[config.mk]
export PLATFORM = sky130hd
export DESIGN_NAME = dmac_cfg_arb
export DESIGN_NICKNAME = d
export VERILOG_FILES = /design/src/rtl/dmac_cfg_arb.sv
export SDC_FILE = /design/constraint.sdc
export NUM_CORES = 1
export LEC_CHECK = 0
export ABC_AREA = 1
export CORE_UTILIZATION = 35
export DETAILED_ROUTE_END_ITERATION = 6
export GPL_TIMING_DRIVEN = 0
export PLACE_DENSITY = 0.79
export SLEW_MARGIN = 0
export SYNTH_ARGS = -nofsm -noshare
export SYNTH_HDL_FRONTEND = slang
export SYNTH_SLANG_ARGS = --single-unit
[constraint.sdc]
create_clock -name clk -period 1.5 [get_ports clk]
set_input_delay 0.15 -clock clk [delete_from_list [all_inputs] [get_ports clk]]
set_output_delay 0.15 -clock clk [all_outputs]
set_load 0.01 [all_outputs]
[src/rtl/dmac_cfg_arb.sv]
// Two-requester arbiter in front of a config register port: one command per 3 cycles.
// Define DMAC_CFG_ARB_FIXED_PRIO_EN for fixed priority (requester 0 wins); default is round-robin.
module dmac_cfg_arb (
    input  logic        clk,
    input  logic        rst,
    input  logic        req0_valid_i,
    input  logic        req0_write_i,
    input  logic [31:0] req0_wdata_i,
    output logic        req0_ready_o,
    output logic        rsp0_valid_o,
    output logic [31:0] rsp0_rdata_o,
    input  logic        req1_valid_i,
    input  logic        req1_write_i,
    input  logic [31:0] req1_wdata_i,
    output logic        req1_ready_o,
    output logic        rsp1_valid_o,
    output logic [31:0] rsp1_rdata_o,
    output logic        wren_o,
    output logic        rden_o,
    output logic [31:0] wdata_o,
    input  logic [31:0] rdata_i
);

    // state | meaning
    // IDLE  | arbitrate, grant one valid requester
    // ISSUE | drive wren_o/rden_o from captured command
    // RESP  | pulse response to the granted requester
    typedef enum logic [1:0] {IDLE, ISSUE, RESP} state_t;

    state_t      state, state_nxt;
    logic        prio;
    logic        any_valid;
    logic        win;
    logic        hs;
    logic        gnt_q;
    logic        wr_q;
    logic [31:0] wdata_q;

    assign any_valid = req0_valid_i | req1_valid_i;

`ifdef DMAC_CFG_ARB_FIXED_PRIO_EN
    assign win = !req0_valid_i;
`else
    assign win = (req0_valid_i && req1_valid_i) ? prio : req1_valid_i;
`endif

    assign hs = (state == IDLE) && any_valid;

    always_ff @(posedge clk or posedge rst) begin
        if (rst) state <= IDLE;
        else     state <= state_nxt;
    end

    always_comb begin
        state_nxt = state;
        case (state)
            IDLE:    if (any_valid) state_nxt = ISSUE;
            ISSUE:   state_nxt = RESP;
            RESP:    state_nxt = IDLE;
            default: state_nxt = IDLE;
        endcase
    end

    always_ff @(posedge clk or posedge rst) begin
        if (rst) begin
            prio    <= 1'b0;
            gnt_q   <= 1'b0;
            wr_q    <= 1'b0;
            wdata_q <= 32'h0;
        end else if (hs) begin
            gnt_q   <= win;
            wr_q    <= win ? req1_write_i : req0_write_i;
            wdata_q <= win ? req1_wdata_i : req0_wdata_i;
`ifdef DMAC_CFG_ARB_FIXED_PRIO_EN
            prio    <= 1'b0;
`else
            prio    <= !win;
`endif
        end
    end

    // Ready is gated by rst so it stays low for the whole reset pulse.
    always_comb begin
        req0_ready_o = !rst && hs && !win;
        req1_ready_o = !rst && hs && win;
        wren_o       = 1'b0;
        rden_o       = 1'b0;
        wdata_o      = 32'h0;
        rsp0_valid_o = 1'b0;
        rsp0_rdata_o = 32'h0;
        rsp1_valid_o = 1'b0;
        rsp1_rdata_o = 32'h0;
        case (state)
            ISSUE: begin
                wren_o  = wr_q;
                rden_o  = !wr_q;
                wdata_o = wr_q ? wdata_q : 32'h0;
            end
            RESP: begin
                if (gnt_q) begin
                    rsp1_valid_o = 1'b1;
                    rsp1_rdata_o = wr_q ? 32'h0 : rdata_i;
                end else begin
                    rsp0_valid_o = 1'b1;
                    rsp0_rdata_o = wr_q ? 32'h0 : rdata_i;
                end
            end
            default: ;
        endcase
    end

endmodule
* Yosys cells after proc, flatten, opt, wreduce, memory -nomap -nowiden
Index checks and enable logic that the tools add are counted.
** Operators by class
- Mux-type cells :: 18
- Add/subtract/negate cells :: 0
- Divide/modulo/power cells :: 0
- Bitwise logic cells :: 1
- Shift-type cells :: 0
- Multiply operators :: 0
- Equality and inequality tests :: 3
- Reductions and logical operators :: 9
- Magnitude comparators :: 0
** Operators with widths (number)
- 32-bit 2-to-1 mux :: 8
- 1-bit 2-to-1 mux :: 8
- 1-bit logical AND :: 5
- 2-bit case mux with 2 select lines :: 1
- 1-bit logical NOT :: 3
- 2-bit by 1-bit equality test with 1-bit output, second input constant :: 1
- 2-bit equality test, second input constant :: 1
- 2-bit logical NOT :: 1
- 2-bit 2-to-1 mux :: 1
- 2-bit inequality test, second input constant :: 1
- 1-bit bitwise OR :: 1
** Storage, ports and cells
- Bits in writable memories :: 0
- Word-level logic and storage cells :: 36
- Output and inout port bits :: 102
- Register bits after elaboration :: 37
- Memories :: 0
- Latch bits :: 0
- Bits in read-only memories :: 0

* Logic depth before layout (Yosys ltp)
- Word-level depth :: 4
- Depth in mapped cells :: 7
- Depth with buffers taken out :: 6

* Worst setup path after synthesis
OpenSTA, ideal clock, no wires.
- Path kind :: reg-to-output
- From :: register prio
- To :: output port req0_ready_o
- Stages on the path, launching flop included :: 7
- Path buffers :: 1
- Required time :: 1350 ps
- Arrival time :: 1061 ps
- Setup slack :: 289 ps
- Cell sequence :: dfrtp_1 -> inv_1 -> nand2_1 -> nand2_2 -> buf_2 -> nand2_1 -> nor2_1
** On the way
- Word-level cells in the longest chain between the ends :: 3
** Ends and longest elaborated chain
- start, declared :: line 31 : logic prio;
- start signal, assigned :: line 77 : prio <= !win;
- 1-bit 2-to-1 mux :: line 44 : assign win = (req0_valid_i && req1_valid_i) ? prio : req1_valid_i;
- 1-bit logical NOT :: line 84 : req0_ready_o = !rst && hs && !win;
- 1-bit logical AND :: line 84
- end, declared :: line 9 : output logic req0_ready_o,
No other way between the ends.

* Worst setup path after layout
- From :: register state[0]
- To :: output port rsp0_rdata_o[30]
** On the way
- Word-level cells in the longest chain between the ends :: 2
** Ends and longest elaborated chain
- start, declared :: line 30 : state_t state, state_nxt;
- start signal, assigned :: line 51 : else state <= state_nxt;
- 2-bit equality test :: line 93 : case (state)
- 32-bit 2-to-1 mux :: line 93
- end, declared :: line 11 : output logic [31:0] rsp0_rdata_o,
No other way between the ends.

==> results.md <==
- Setup CP Type: flop to output pin
- Top Metal Used: met4
- EDFF count, synth: 0
- Synth cell count leaders: nand2_1 (170), nor2_1 (101), inv_1 (77), nand3_1 (66), dfrtp_1 (37)
- Longest Clk Path Bufs: 2
- Combinational share of power: 0.655
- Crit path launch type: flop
- Die W: 91.1 µm
- Area growth, synth to finish: 97.0%
- Leak Pwr: 2.95 nW
- Design area: 5480 µm²
- Reg2reg end: wdata_q[27]$_DFFE_PP0P_
- Share of cells above drive strength 1: 0.327
- Max transition margin: 0.519
- Final wirelength: 11900 µm
- Reg2reg start: state[0]$_DFFE_PP0P_
- Gate Count Post-Synth: 490
- Synth cell types: 15
- Reg clk slew, reported paths: 0.08 ns
- Yosys reg bits: 37
- Syn Area/Cell: 5.68 µm²
- Grt ovf: 0
- Vias in the first global route: 3675
- Post-Syn Area: 2780 µm²
- # IOs: 204
- WP data required: 1.35 ns
- DR iter-0 viols: 174
- Placed Area: 4960 µm²
- Cts-stage hold buffer count: 0
- WL met1: 4340 µm
- Worst-margin pin slew: 0.721 ns
- Net Sw Frac: 0.456
- Num CTS Buffers: 5
- Unrepaired setup endpoints after global routing: yes
- Max IR drop VDD: 726 µV
- Cell taking the most area after synthesis: dfrtp_1
- Post-Place Setup Slack: -0.750 ns
- Final Setup Violations: 95
- Final hold violations: 0
- Fin crit share: 1.12
- Vias: 3908
- Die Footprint: 8310 µm²
- Core Util, Final: 0.713
- Ys async rst share: 1.00
- # clock sinks: 37
- Die height: 91.1 µm
- Period minus WS final: 1.69 ns
- Row cnt: 32
- GRT Total Usage: 0.262
- Clock Tree Root: clkbuf_8
- Post-synth top flop: dfrtp_1
- GP Congestion: 0.885
- Pre-antenna DRT Iters: 4
- Max Clk Rate: 0.593 GHz
- Leading post-synthesis cells by cell area: dfrtp_1 (33%), nand2_1 (23%), nor2_1 (14%)
- CTS tree: done
- Worst Hold Class: input port to flop
- Part of the power in registers: 0.229
- First-pass GRT wire length: 17400 µm
- Nets: 820
- Max-Cap Viols: 0
- Routed wl met3: 824 µm
- Register area share after synthesis: 0.333
- Hold_ws: 0.266 ns
- Top-count cell post-synth: nand2_1
- Worst Hold Endpoint: wdata_q[18]$_DFFE_PP0P_
- Status: complete, but fails checks
- Synth top area share: 0.333
- Clock network fraction of total power: 0.116
- Worst-skew pair later-pin latency: 0.29 ns
- Largest net degree at the start of global routing: 23
- Hpwl dp: 8280 µm
- Antenna-violating nets left: 0
- Switching Power: 0.00356 W
- Syn nets: 592
- Port bufs: 202
- Violated checks: negative setup slack
- Avg Vias per Cell: 4.75
- Hold depth: 4
- Initial cell density of the core: 0.362
- Worst Reg-to-Reg Cells: 8
- PD cells: 1430 nW/µm²
- Core Box Area: 7690 µm²
- Max-slew violations: 0
- DRC: 0
- Initial antenna violation count: 1
- Min setup slack post-route: -0.186 ns
- Hold Crit Start: req1_valid_i
- CP endpoint kind: output pin
- Met2 routed WL: 6240 µm
- Per-cell routed wire length: 14.5 µm
- Layout Skew: 0.00744 ns
- H-Tree Depth: 2
- Yosys warnings: 0
- Peak fanout along the critical path: 7
- Pint: 0.00425 W
- Tot Pwr: 0.00782 W
- CP arrival: 1.54 ns
- Flop-to-flop setup slack: 0.13 ns
[routing by layer]
| layer | GRT usage | up-vias |
|---|---|---|
| met2 | 0.506 | 175 |
| met1 | 0.270 | 1794 |
| met3 | 0.0536 | 39 |
| met4 | 0.114 | 0 |
| li1 | - | 1900 |
| met5 | 0 | - |
[power by group through the flow]
| stage | Combinational (W) | Sequential, W | Clock (W) |
|---|---|---|---|
| after floorplan | 0.00234 | 0.00170 | 0 |
| after global placement | 0.00388 | 0.00174 | 0 |
| after detailed placement | 0.00395 | 0.00177 | 0 |
| after CTS | 0.00449 | 0.00178 | 0.000924 |
| after global routing | 0.00556 | 0.00184 | 0.000952 |
| final | 0.00512 | 0.00179 | 0.000906 |
[critical path, stage by stage (launching register included)]
cell	delay, ns
dfrtp_1	0.42
nor2_4	0.18
nand2_4	0.09
buf_12	0.15
buf_8	0.14
nor2_1	0.10
buf_2	0.16
[registers in the layout (all words and copies together), names as in the netlist]
signal / cells
wdata_q: 32
state: 2
gnt_q: 1
prio: 1
wr_q: 1
[cell families (layout without fill, tap and decap cells)]
group	Yosys count	after routing	synth area share
simple gates	340	340	0.493
buf+inv	111	340	0.170
flops	37	37	0.333
compound gates	2	2	0.00360
other cells	0	1	0
[placed cells by master (no fill, tap or decap), drive strengths merged]
cell / count
nand2: 171
clkinv: 1
nand3: 66
dfrtp: 37
clkdlybuf4s50: 100
buf: 143
clkbuf: 17
diode: 1
bufinv: 1
o21ai: 2
clkdlybuf4s15: 1
inv: 77
nor2: 103
[stage by stage]
stage | TNS [ns] | instances
2_1_floorplan | 0 | 490
3_3_place_gp | -43.62 | 794
3_5_place_dp | -31.61 | 795
4_1_cts | -4.97 | 816
5_1_grt | -14.05 | 822
6_report | -8.14 | 822
[worst max-delay path by stage]
stage                        to                 start  slack (ns)  cells past startpoint
2_1_floorplan      req0_ready_o      prio$_DFFE_PP0P_        0.29                      6
3_3_place_gp       req0_ready_o          req0_valid_i       -0.74                      7
3_5_place_dp       req0_ready_o          req0_valid_i       -0.75                      7
4_1_cts        rsp0_rdata_o[27]  state[1]$_DFFE_PP0P_       -0.13                      7
5_1_grt        rsp0_rdata_o[30]  state[0]$_DFFE_PP0P_       -0.24                      6
6_report       rsp0_rdata_o[30]  state[0]$_DFFE_PP0P_       -0.19                      6
[timing repair]
| item | 4_1_cts | 5_1_grt |
|---|---|---|
| endpoints found under the setup margin | 102 | 102 |
| buffers inserted | 7 | 5 |
| pin swaps | 12 | 12 |
| gates resized for setup | 507 | 103 |
| gates cloned | 6 | 1 |
[area by class of cell]
cell class	instances	area (µm²)
Antenna cell	1	2.50
Buffer	32	335
Clock buffer	7	86.3
Clock inverter	1	30.0
Fill cell	621	2210
Inverter	78	308
Multi-Input combinational cell	342	1730
Sequential cell	37	926
Tap cell	102	128
Timing Repair Buffer	222	1930
Note: power is estimated with default switching activity, not from simulation.
